[src/rtl/bcd_alu_seq.sv]
// bcd_alu_seq: multi-cycle signed BCD ALU on NDIGITS-digit sign-magnitude operands.
// Add/sub run one digit per cycle (LSD first); multiply is repeated full-width BCD
// addition per multiplier digit; divide is restoring digit division.
// Ports:
//   clk, rst                 rising-edge clock, asynchronous active-high reset
//   start, opcode, op1, op2  request (sampled only while idle) and its operands
//   busy                     high whenever not idle
//   done                     one-cycle pulse; result and flags valid with it
//   result                   sign-magnitude BCD result, held until the next done
//   overflow, div_zero, bad_input  error flags, valid with done
module bcd_alu_seq #(
    parameter int unsigned NDIGITS = 4,
    localparam int unsigned W = 4 * NDIGITS + 1
) (
    input  logic         clk,
    input  logic         rst,
    input  logic         start,
    input  logic [2:0]   opcode,
    input  logic [W-1:0] op1,
    input  logic [W-1:0] op2,
    output logic         busy,
    output logic         done,
    output logic [W-1:0] result,
    output logic         overflow,
    output logic         div_zero,
    output logic         bad_input
);

    localparam int unsigned M  = 4 * NDIGITS;  // magnitude width
    localparam int unsigned MW = M + 4;        // one spare digit for carries / remainder
    localparam int unsigned CW = $clog2(NDIGITS) + 1;
    localparam logic [CW-1:0] LastDig = CW'(NDIGITS - 1);

    localparam logic [2:0] OpAdd = 3'b001;
    localparam logic [2:0] OpSub = 3'b010;
    localparam logic [2:0] OpMul = 3'b011;
    localparam logic [2:0] OpDiv = 3'b100;

    typedef enum logic [2:0] {StIdle, StCheck, StAddSub, StMul, StDiv, StFinish} state_e;

    // One decimal digit of x + y + cin, or x + (9 - y) + cin (nine's complement subtract).
    // Returns {carry, digit}.
    function automatic logic [4:0] dig_add(input logic [3:0] x, input logic [3:0] y,
                                           input logic cin, input logic sub);
        logic [3:0] yy;
        logic [4:0] s;
        yy = sub ? (4'd9 - y) : y;
        s  = {1'b0, x} + {1'b0, yy} + {4'b0, cin};
        if (s > 5'd9) s = s + 5'd6;
        return s;
    endfunction

    // Full-width (NDIGITS+1 digit) BCD add or subtract; subtract assumes x >= y.
    function automatic logic [MW-1:0] bcd_add_w(input logic [MW-1:0] x, input logic [MW-1:0] y,
                                                input logic sub);
        logic [MW-1:0] r;
        logic [4:0]    s;
        logic          c;
        r = '0;
        c = sub;
        for (int i = 0; i < int'(NDIGITS) + 1; i++) begin
            s = dig_add(x[4*i +: 4], y[4*i +: 4], c, sub);
            r[4*i +: 4] = s[3:0];
            c = s[4];
        end
        return r;
    endfunction

    function automatic logic has_bad_digit(input logic [M-1:0] v);
        logic b;
        b = 1'b0;
        for (int i = 0; i < int'(NDIGITS); i++) begin
            if (v[4*i +: 4] > 4'd9) b = 1'b1;
        end
        return b;
    endfunction

    state_e          state_q, state_d;
    logic [2:0]      op_q, op_d;
    logic [M-1:0]    a_q, a_d;        // |op1|, or larger magnitude for add/sub
    logic [M-1:0]    b_q, b_d;        // |op2|, or smaller magnitude for add/sub
    logic            s1_q, s1_d;
    logic            s2_q, s2_d;
    logic [MW-1:0]   acc_q, acc_d;    // product accumulator / division remainder
    logic [M-1:0]    quot_q, quot_d;  // add/sub sum digits or quotient digits
    logic [CW-1:0]   cnt_q, cnt_d;
    logic [3:0]      rep_q, rep_d;
    logic            phase_q, phase_d; // mul/div: 0 = shift cycle, 1 = add/subtract cycles
    logic            carry_q, carry_d;
    logic            sub_q, sub_d;
    logic            rsign_q, rsign_d;
    logic            ovf_q, ovf_d;
    logic            bad_q, bad_d;
    logic            dz_q, dz_d;
    logic [W-1:0]    result_q, result_d;
    logic            done_q, done_d;
    logic            overflow_q, overflow_d;
    logic            div_zero_q, div_zero_d;
    logic            bad_input_q, bad_input_d;

    logic [4:0]      dsum;
    logic [MW-1:0]   wsum;
    logic [M-1:0]    mag;
    logic            s2e;
    logic            last_dig;

    always_comb begin
        state_d     = state_q;
        op_d        = op_q;
        a_d         = a_q;
        b_d         = b_q;
        s1_d        = s1_q;
        s2_d        = s2_q;
        acc_d       = acc_q;
        quot_d      = quot_q;
        cnt_d       = cnt_q;
        rep_d       = rep_q;
        phase_d     = phase_q;
        carry_d     = carry_q;
        sub_d       = sub_q;
        rsign_d     = rsign_q;
        ovf_d       = ovf_q;
        bad_d       = bad_q;
        dz_d        = dz_q;
        result_d    = result_q;
        done_d      = 1'b0;
        overflow_d  = overflow_q;
        div_zero_d  = div_zero_q;
        bad_input_d = bad_input_q;
        dsum        = '0;
        wsum        = '0;
        mag         = '0;
        s2e         = s2_q ^ (op_q == OpSub);
        last_dig    = (cnt_q == LastDig);

        unique case (state_q)
            StIdle: begin
                if (start) begin
                    op_d        = opcode;
                    a_d         = op1[M-1:0];
                    b_d         = op2[M-1:0];
                    s1_d        = op1[W-1];
                    s2_d        = op2[W-1];
                    ovf_d       = 1'b0;
                    bad_d       = 1'b0;
                    dz_d        = 1'b0;
                    overflow_d  = 1'b0;
                    div_zero_d  = 1'b0;
                    bad_input_d = 1'b0;
                    state_d     = StCheck;
                end
            end
            StCheck: begin
                cnt_d   = '0;
                rep_d   = '0;
                phase_d = 1'b0;
                acc_d   = '0;
                quot_d  = '0;
                rsign_d = s1_q ^ s2_q;
                if (!(op_q inside {OpAdd, OpSub, OpMul, OpDiv}) ||
                    has_bad_digit(a_q) || has_bad_digit(b_q)) begin
                    bad_d   = 1'b1;
                    state_d = StFinish;
                end else if (op_q == OpDiv && b_q == '0) begin
                    dz_d    = 1'b1;
                    state_d = StFinish;
                end else if (op_q == OpMul) begin
                    state_d = StMul;
                end else if (op_q == OpDiv) begin
                    state_d = StDiv;
                end else begin
                    state_d = StAddSub;
                    if (s1_q == s2e) begin
                        sub_d   = 1'b0;
                        carry_d = 1'b0;
                        rsign_d = s1_q;
                    end else begin
                        // Subtract smaller magnitude from larger; BCD orders like binary.
                        sub_d   = 1'b1;
                        carry_d = 1'b1;
                        if (a_q >= b_q) begin
                            rsign_d = s1_q;
                        end else begin
                            a_d     = b_q;
                            b_d     = a_q;
                            rsign_d = s2e;
                        end
                    end
                end
            end
            StAddSub: begin
                dsum    = dig_add(a_q[3:0], b_q[3:0], carry_q, sub_q);
                quot_d  = {dsum[3:0], quot_q[M-1:4]};
                a_d     = a_q >> 4;
                b_d     = b_q >> 4;
                carry_d = dsum[4];
                cnt_d   = cnt_q + 1'b1;
                if (last_dig) begin
                    ovf_d   = dsum[4] & ~sub_q;
                    state_d = StFinish;
                end
            end
            StMul: begin
                if (!phase_q) begin
                    if (acc_q[M-1 -: 4] != 4'd0) ovf_d = 1'b1;
                    acc_d = {4'b0, acc_q[M-5:0], 4'b0};
                    b_d   = b_q << 4;
                    if (b_q[M-1 -: 4] == 4'd0) begin
                        if (last_dig) state_d = StFinish;
                        else          cnt_d   = cnt_q + 1'b1;
                    end else begin
                        rep_d   = b_q[M-1 -: 4];
                        phase_d = 1'b1;
                    end
                end else begin
                    wsum  = bcd_add_w(acc_q, {4'b0, a_q}, 1'b0);
                    if (wsum[MW-1 -: 4] != 4'd0) ovf_d = 1'b1;
                    acc_d = {4'b0, wsum[M-1:0]};
                    rep_d = rep_q - 4'd1;
                    if (rep_q == 4'd1) begin
                        phase_d = 1'b0;
                        if (last_dig) state_d = StFinish;
                        else          cnt_d   = cnt_q + 1'b1;
                    end
                end
            end
            StDiv: begin
                if (!phase_q) begin
                    // Remainder stays below the divisor, so shifting in a digit cannot lose data.
                    acc_d   = {acc_q[M-1:0], a_q[M-1 -: 4]};
                    a_d     = a_q << 4;
                    rep_d   = '0;
                    phase_d = 1'b1;
                end else if (acc_q >= {4'b0, b_q}) begin
                    acc_d = bcd_add_w(acc_q, {4'b0, b_q}, 1'b1);
                    rep_d = rep_q + 4'd1;
                end else begin
                    quot_d  = {quot_q[M-5:0], rep_q};
                    phase_d = 1'b0;
                    if (last_dig) state_d = StFinish;
                    else          cnt_d   = cnt_q + 1'b1;
                end
            end
            StFinish: begin
                if (bad_q || dz_q)      mag = '0;
                else if (op_q == OpMul) mag = acc_q[M-1:0];
                else                    mag = quot_q;
                result_d    = {rsign_q & (mag != '0), mag};
                overflow_d  = ovf_q;
                div_zero_d  = dz_q;
                bad_input_d = bad_q;
                done_d      = 1'b1;
                state_d     = StIdle;
            end
            default: state_d = StIdle;
        endcase
    end

    always_ff @(posedge clk or posedge rst) begin
        if (rst) begin
            state_q     <= StIdle;
            op_q        <= '0;
            a_q         <= '0;
            b_q         <= '0;
            s1_q        <= 1'b0;
            s2_q        <= 1'b0;
            acc_q       <= '0;
            quot_q      <= '0;
            cnt_q       <= '0;
            rep_q       <= '0;
            phase_q     <= 1'b0;
            carry_q     <= 1'b0;
            sub_q       <= 1'b0;
            rsign_q     <= 1'b0;
            ovf_q       <= 1'b0;
            bad_q       <= 1'b0;
            dz_q        <= 1'b0;
            result_q    <= '0;
            done_q      <= 1'b0;
            overflow_q  <= 1'b0;
            div_zero_q  <= 1'b0;
            bad_input_q <= 1'b0;
        end else begin
            state_q     <= state_d;
            op_q        <= op_d;
            a_q         <= a_d;
            b_q         <= b_d;
            s1_q        <= s1_d;
            s2_q        <= s2_d;
            acc_q       <= acc_d;
            quot_q      <= quot_d;
            cnt_q       <= cnt_d;
            rep_q       <= rep_d;
            phase_q     <= phase_d;
            carry_q     <= carry_d;
            sub_q       <= sub_d;
            rsign_q     <= rsign_d;
            ovf_q       <= ovf_d;
            bad_q       <= bad_d;
            dz_q        <= dz_d;
            result_q    <= result_d;
            done_q      <= done_d;
            overflow_q  <= overflow_d;
            div_zero_q  <= div_zero_d;
            bad_input_q <= bad_input_d;
        end
    end

    assign busy      = (state_q != StIdle);
    assign done      = done_q;
    assign result    = result_q;
    assign overflow  = overflow_q;
    assign div_zero  = div_zero_q;
    assign bad_input = bad_input_q;

endmodule

[config.mk]
export PLATFORM = sky130hd
export DESIGN_NAME = bcd_alu_seq
export DESIGN_NICKNAME = d
export VERILOG_FILES = /design/src/rtl/bcd_alu_seq.sv
export SDC_FILE = /design/constraint.sdc
export NUM_CORES = 1
export LEC_CHECK = 0
export ABC_AREA = 1
export BUFFER_PORTS_ARGS = -buffer_cell sky130_fd_sc_hd__buf_2
export CORE_UTILIZATION = 55
export DETAILED_ROUTE_END_ITERATION = 10
export PLACE_DENSITY = 0.76
export SYNTH_ARGS = -nofsm -noshare
export SYNTH_HDL_FRONTEND = slang
export SYNTH_SLANG_ARGS = --single-unit
[constraint.sdc]
create_clock -name clk -period 14.43 [get_ports clk]
set_clock_uncertainty 0.15 [all_clocks]
set_input_delay 1.443 -clock clk [delete_from_list [all_inputs] [get_ports clk]]
set_output_delay 1.443 -clock clk [all_outputs]
set_load 0.02 [all_outputs]
==> summary.md, run 1 <==
| Metric | Value |
|---|---|
| Placed cell area | 10300 µm² |
| IO Count | 62 |
| Die Y | 136 µm |
| Most frequent cells in the layout | nand2_1 (518), inv_1 (172), nand3_1 (152), dfrtp_1 (111), ha_1 (89) |
| WL/cell | 17.9 µm |
| Multi-input gate area | 6190 µm² |
| Post-Synthesis Net Count | 1586 |
| Synthesized area per cell | 6.83 µm² |
| CTS sink cnt | 111 |
| Worst EP required | 14.58 ns |
| # diodes | 0 |
| Gr ovfl total | 0 |
| Worst Path Class, Setup | reg2reg |
| Clock buffer depth | 2 |
| Vias | 10.0k |
| Drt first pass iters | 5 |
| Max_cap viols | 0 |
| Root Buffer | clkbuf_16 |
| CP most frequent cell | nand2_1 |
| FP Rows | 48 |
| Fraction of layout cells with a size suffix above 1 | 7.68% |
| Global-route wire length before repair | 48600 µm |
| Nature of the critical path endpoint | register |
| Routability Congestion | 0.969 |
| Post-CTS setup buffer count | 0 |
| TritonCTS Buffers | 9 |
| Iter 0 DRT Violations | 905 |
| CTS Hold Buffers Added | 0 |
| Design area | 10600 µm² |
| H-tree Lvls | 3 |
| Commonest non-fill, non-tap cell in the layout | nand2_1 |
| Die X | 136 µm |
| Register area | 2780 µm² |
| Layout area overhead | 7.93% |
| Final min period | 9.84 ns |
| Ys Warns | 0 |
| Setup TNS | 0 ns |
| Largest area contributor in the netlist | dfrtp_1 |
| Pin count of the biggest net entering global routing | 72 |
| Clk_lat worst skew | 0.38 ns |
| Slowest CP cell | dfrtp_1 |
| Final wirelength | 30500 µm |
| Initial antenna violation count | 0 |
| IO Port Bufs | 61 |
| Post-synth ARST share | 100% |
| Slew Viols, Final | 0 |
| Post-synth EDFFs | 0 |
| Fill count | 1670 |
| Post-synth design cell area | 9830 µm² |
| Vias per inst | 5.86 |
| GRT Total Usage | 34.5% |
| CP max FO | 7 |
| Resized Gates After CTS | 0 |
| Predominant post-synthesis flop cell | dfrtp_1 |
| Clock transition at the registers of the reported paths | 0.09 ns |
| Final Hold Fails | 0 |
| Worst Tran Pin Value | 1.26 ns |
| ANT nets after route | 0 |
| Yosys reg bits | 111 |
| Endpoints failing setup | 0 |
| Number of global-route vias before repair | 9462 |
| CTS tree | built |
| Fmax | 102 MHz |
| Hpwl dp | 22500 µm |
| Worst Setup Start Kind | register |
| CORE AREA | 17400 µm² |
| RSZ-0062 raised after global routing | false |
| Rel. slew slack | 15.4% |
| Part of the Yosys area used for sequential elements | 28.3% |
| Synth top area cells | dfrtp_1 (28%), nand2_1 (20%), ha_1 (11%) |
| Worst hold path class | reg2reg |
| Final Cycle Share | 68.2% |
| Mapped Cells | 1440 |
| Nets | 1626 |
| Drt drc | 0 |
| Starting density of the core | 56.6% |
| Die area | 18400 µm² |
| CP Data Arrival Time | 9.98 ns |
| Max stage delay on crit path | 0.50 ns |
| Distinct cells, synth | 41 |
| Synth top area share | 28.3% |
| Outcome | complete, no violations |
==> registers in the layout, summed over array words and instances (netlist names), 3 cells and up <==
register  flops
acc_q        20
result       17
a_q          16
b_q          16
quot_q       16
rep_q         4
cnt_q         3
op_q          3
state_q       3
==> Yosys cell counts, types with 13 or more instances <==
cell        n
inv_1     173
o211ai_1   22
nor2_1     52
nand3_1   152
xor2_1     20
o221ai_1   16
a21oi_1    48
dfrtp_1   111
o21ai_0    70
ha_1       89
o22ai_1    24
nand2_1   518
clkbuf_1   22
fa_1       17
nand4_1    15
nand3b_1   13
==> path summary, 6_finish.rpt <==
check / startpoint / end / slack (ns) / cells after the start
setup reg to reg: b_q[1]$_DFFE_PP0P_ / acc_q[19]$_DFFE_PP0P_ / 4.59 / 57
setup / recovery: b_q[1]$_DFFE_PP0P_ / acc_q[19]$_DFFE_PP0P_ / 4.59 / 57
hold reg to reg: result[10]$_DFFE_PP0P_ / result[10]$_DFFE_PP0P_ / 0.33 / 2
hold / removal: result[10]$_DFFE_PP0P_ / result[10]$_DFFE_PP0P_ / 0.33 / 2
max in group asynchronous: rst / acc_q[13]$_DFFE_PP0P_ / 11.86 / 3
min in group asynchronous: rst / op_q[2]$_DFFE_PP0P_ / 1.13 / 2
==> layout make-up <==
cell class,count,share of cell area (%)
inverters,182,6.49
flip-flops and latches,111,26.2
clock inverters,7,0.861
well taps,225,2.65
clock buffers,9,2.12
multi-input cells,1108,58.3
repair buffers,68,3.37
==> worst max-delay path, delay by kind of cell (launching register included) <==
| kind | cells | cell delay, ns |
|---|---|---|
| fa+ha+maj | 15 | 4.56 |
| buf+inv | 8 | 0.69 |
| xor+xnor | 3 | 0.74 |
| flops | 1 | 0.50 |
| simple gates | 28 | 2.79 |
| compound gates | 3 | 0.32 |
==> metal layers <==
metal	vias up	wire length (µm)	global-route usage, %
met5	-	0	0
met1	4667	12900	45.1
met2	452	14000	55.8
li1	4799	-	-
met3	102	2360	4.56
met4	0	1290	17.0
==> cell families (layout without fill, tap and decap cells) <==
| family | Yosys count | count (layout) | share of synthesized area (%) |
|---|---|---|---|
| xor gates and xnor gates | 27 | 27 | 2.41 |
| and+or+nand+nor | 776 | 776 | 33.5 |
| DFF | 111 | 111 | 28.3 |
| adders and majority gates | 106 | 106 | 14.8 |
| buffers and inverters | 221 | 266 | 8.80 |
| AOI/OAI and AO/OA | 199 | 199 | 12.2 |
==> through the flow <==
stage               instances  utilization, %  hold WS, ns  worst slack, ns
floorplan                1440               -        0.299             5.68
global placement         1694            59.3        0.312             5.06
detailed placement       1694            59.3        0.316             4.76
CTS                      1710            61.1        0.340             4.72
global route             1710            61.1        0.351             3.64
finish                   1710            61.1        0.334             4.59
Power of run 1 is not shown: default switching activity piles up to over one toggle a cycle in this logic, so the estimate is an artifact.
==> run 2, diff against run 1 <==
==> constraint.sdc (replaced) <==
create_clock -name clk -period 9.1 [get_ports clk]
set_clock_uncertainty 0.15 [all_clocks]
set_input_delay 0.91 -clock clk [delete_from_list [all_inputs] [get_ports clk]]
set_output_delay 0.91 -clock clk [all_outputs]
set_load 0.02 [all_outputs]
==> run 2 against run 1 <==
Compared with the run above:
- register-to-register slack got worse by 4.2 ns
- die area unchanged
- fmax increased by 13%
- final cell count increased by 0.82%
- first-iteration DRC count increased by 18%
- worst setup slack got worse by 4.2 ns
- cell area increased by 2.7%
- critical endpoint unchanged
==> summary.md, run 2 (synthesis gave the netlist of run 1 again) <==
| Metric | Value |
|---|---|
| FP Rows | 48 (unchanged) |
| Drt first pass iters | 6 (+1) |
| Slowest CP cell | fa_2 |
| Drt drc | 0 (unchanged) |
| Worst EP required | 9.25 ns (-5.33 ns) |
| Worst Path Class, Setup | reg2reg |
| Fraction of layout cells with a size suffix above 1 | 11.3% (+3.6 points) |
| Endpoints failing setup | 0 (unchanged) |
| Top delay family on crit path | adder cells |
| Worst Setup Start Kind | register |
| Starting density of the core | 56.6% (unchanged) |
| Vias per inst | 5.86 (about the same) |
| Worst hold path class | reg2reg |
| CTS Hold Buffers Added | 0 (unchanged) |
| Final Cycle Share | 95.6% (+27 points) |
| Vias | 10.1k (+0.75%) |
| Most frequent cells in the layout | nand2_1 (508), inv_1 (167), nand3_1 (150), dfrtp_1 (109), ha_1 (81) |
| Nets | 1640 (+0.86%) |
| Max stage delay on crit path | 0.50 ns (about the same) |
| # diodes | 0 (unchanged) |
| Layout area overhead | 10.8% |
| Fmax | 115 MHz (+13%) |
| Slew Viols, Final | 0 (unchanged) |
| Final min period | 8.70 ns (-1.14 ns) |
| Commonest non-fill, non-tap cell in the layout | nand2_1 |
| CORE AREA | 17400 µm² (unchanged) |
| CP max FO | 6 (-1) |
| CP Data Arrival Time | 8.85 ns (-1.13 ns) |
| Clock transition at the registers of the reported paths | 0.09 ns (about the same) |
| ANT nets after route | 0 (unchanged) |
| Root Buffer | clkbuf_16 |
| Number of global-route vias before repair | 9510 (+0.51%) |
| Die X | 136 µm (unchanged) |
| Initial antenna violation count | 0 (unchanged) |
| Rel. slew slack | 34.3% (+19 points) |
| IO Port Bufs | 61 (unchanged) |
| Global-route wire length before repair | 49000 µm (+0.71%) |
| Max reg flops | 20 (unchanged) |
| Gr ovfl total | 0 (unchanged) |
| Final WS setup | 0.402 ns (-4.19 ns) |
| Final wirelength | 31000 µm (+1.4%) |
| CP most frequent cell | nand2_1 |
| Pin count of the biggest net entering global routing | 75 (+4.2%) |
| Final Hold Fails | 0 (unchanged) |
| Die area | 18400 µm² (unchanged) |
| Outcome | complete, no violations |
| Fin Hold WS | 0.335 ns (+0.000331 ns) |
| Crit path launch | acc_q[0]$_DFFE_PP0P_ |
| CTS tree | built |
| Max_cap viols | 0 (unchanged) |
| Largest Register | acc_q |
| Buf/Inv on CP | 8 (unchanged) |
| Setup WS pre-CTS | -0.153 ns (-4.92 ns) |
| H-tree Lvls | 3 (unchanged) |
| TritonCTS Buffers | 9 (unchanged) |
| Worst Tran Pin Value | 0.986 ns (-0.279 ns) |
| WL/cell | 18.0 µm (+0.61%) |
| CTS sink cnt | 111 (unchanged) |
| Iter 0 DRT Violations | 1066 (+18%) |
| Hpwl dp | 22700 µm (+0.49%) |
| Nature of the critical path endpoint | register |
| IO Count | 62 (unchanged) |
| GRT Total Usage | 34.9% (+0.47 points) |
| Setup TNS | 0 ns (unchanged) |
| Die Y | 136 µm (unchanged) |
| Clock buffer depth | 2 (unchanged) |
| Clk_lat worst skew | 0.38 ns (about the same) |
| Routability Congestion | 1.02 (+5.0%) |
| R2r startpoint | acc_q[0]$_DFFE_PP0P_ |
| Hold Path Origin | quot_q[14]$_DFFE_PP0P_ |
-- run 2: cell count changes in the layout (fill, tap and decap cells not counted), sizes merged --
cell	change
buf	+14
-- run 2: final timing paths --
check | to | slack [ns] | cells past startpoint
worst max-delay path | acc_q[19]$_DFFE_PP0P_ | 0.40 | 54
worst min-delay path | quot_q[14]$_DFFE_PP0P_ | 0.33 | 2
worst max register to register | acc_q[19]$_DFFE_PP0P_ | 0.40 | 54
worst min register to register | quot_q[14]$_DFFE_PP0P_ | 0.33 | 2
max in group asynchronous | acc_q[1]$_DFFE_PP0P_ | 7.03 | 3
min in group asynchronous | s1_q$_DFFE_PP0P_ | 0.39 | 2
-- run 2: worst min-delay path, stage by stage, from the launching register on --
cell	delay [ns]
dfrtp_1	0.35
nand2_1	0.05
nand2_1	0.05
-- run 2: area by class of cell --
type | count | area [µm²]
timing repair buffer | 82 | 463
clock inverter | 7 | 91.3
sequential | 111 | 2780
multi-input combinational | 1108 | 6370
inverter | 182 | 688
tap | 225 | 282
clock buffer | 9 | 225
fill | 1607 | 6460
-- run 2: per-stage QoR --
step	instances	area, µm²	util (%)
floorplan	1440	9830	-
global placement	1700	10300	59.6
detailed placement	1700	10300	59.6
CTS	1716	10700	61.5
global route	1724	10900	62.8
finish	1724	10900	62.8
-- run 2: routing by layer --
| layer | up-vias | part of all wire (%) | track usage (%) | wire, µm |
|---|---|---|---|---|
| li1 | 4825 | - | - | - |
| met1 | 4649 | 41 | 45.5 | 12800 |
| met2 | 507 | 45 | 55.4 | 14000 |
| met3 | 114 | 8.3 | 5.05 | 2570 |
| met4 | 0 | 5.2 | 19.9 | 1620 |
| met5 | - | 0 | 0 | 0 |
-- run 2: timing repair --
action | CTS | global route
setup endpoints to repair | 3 | 4
buffers inserted | 0 | 8
pin swaps | 0 | 14
resized for setup | 6 | 43
Power of run 2 is left out for the same reason.
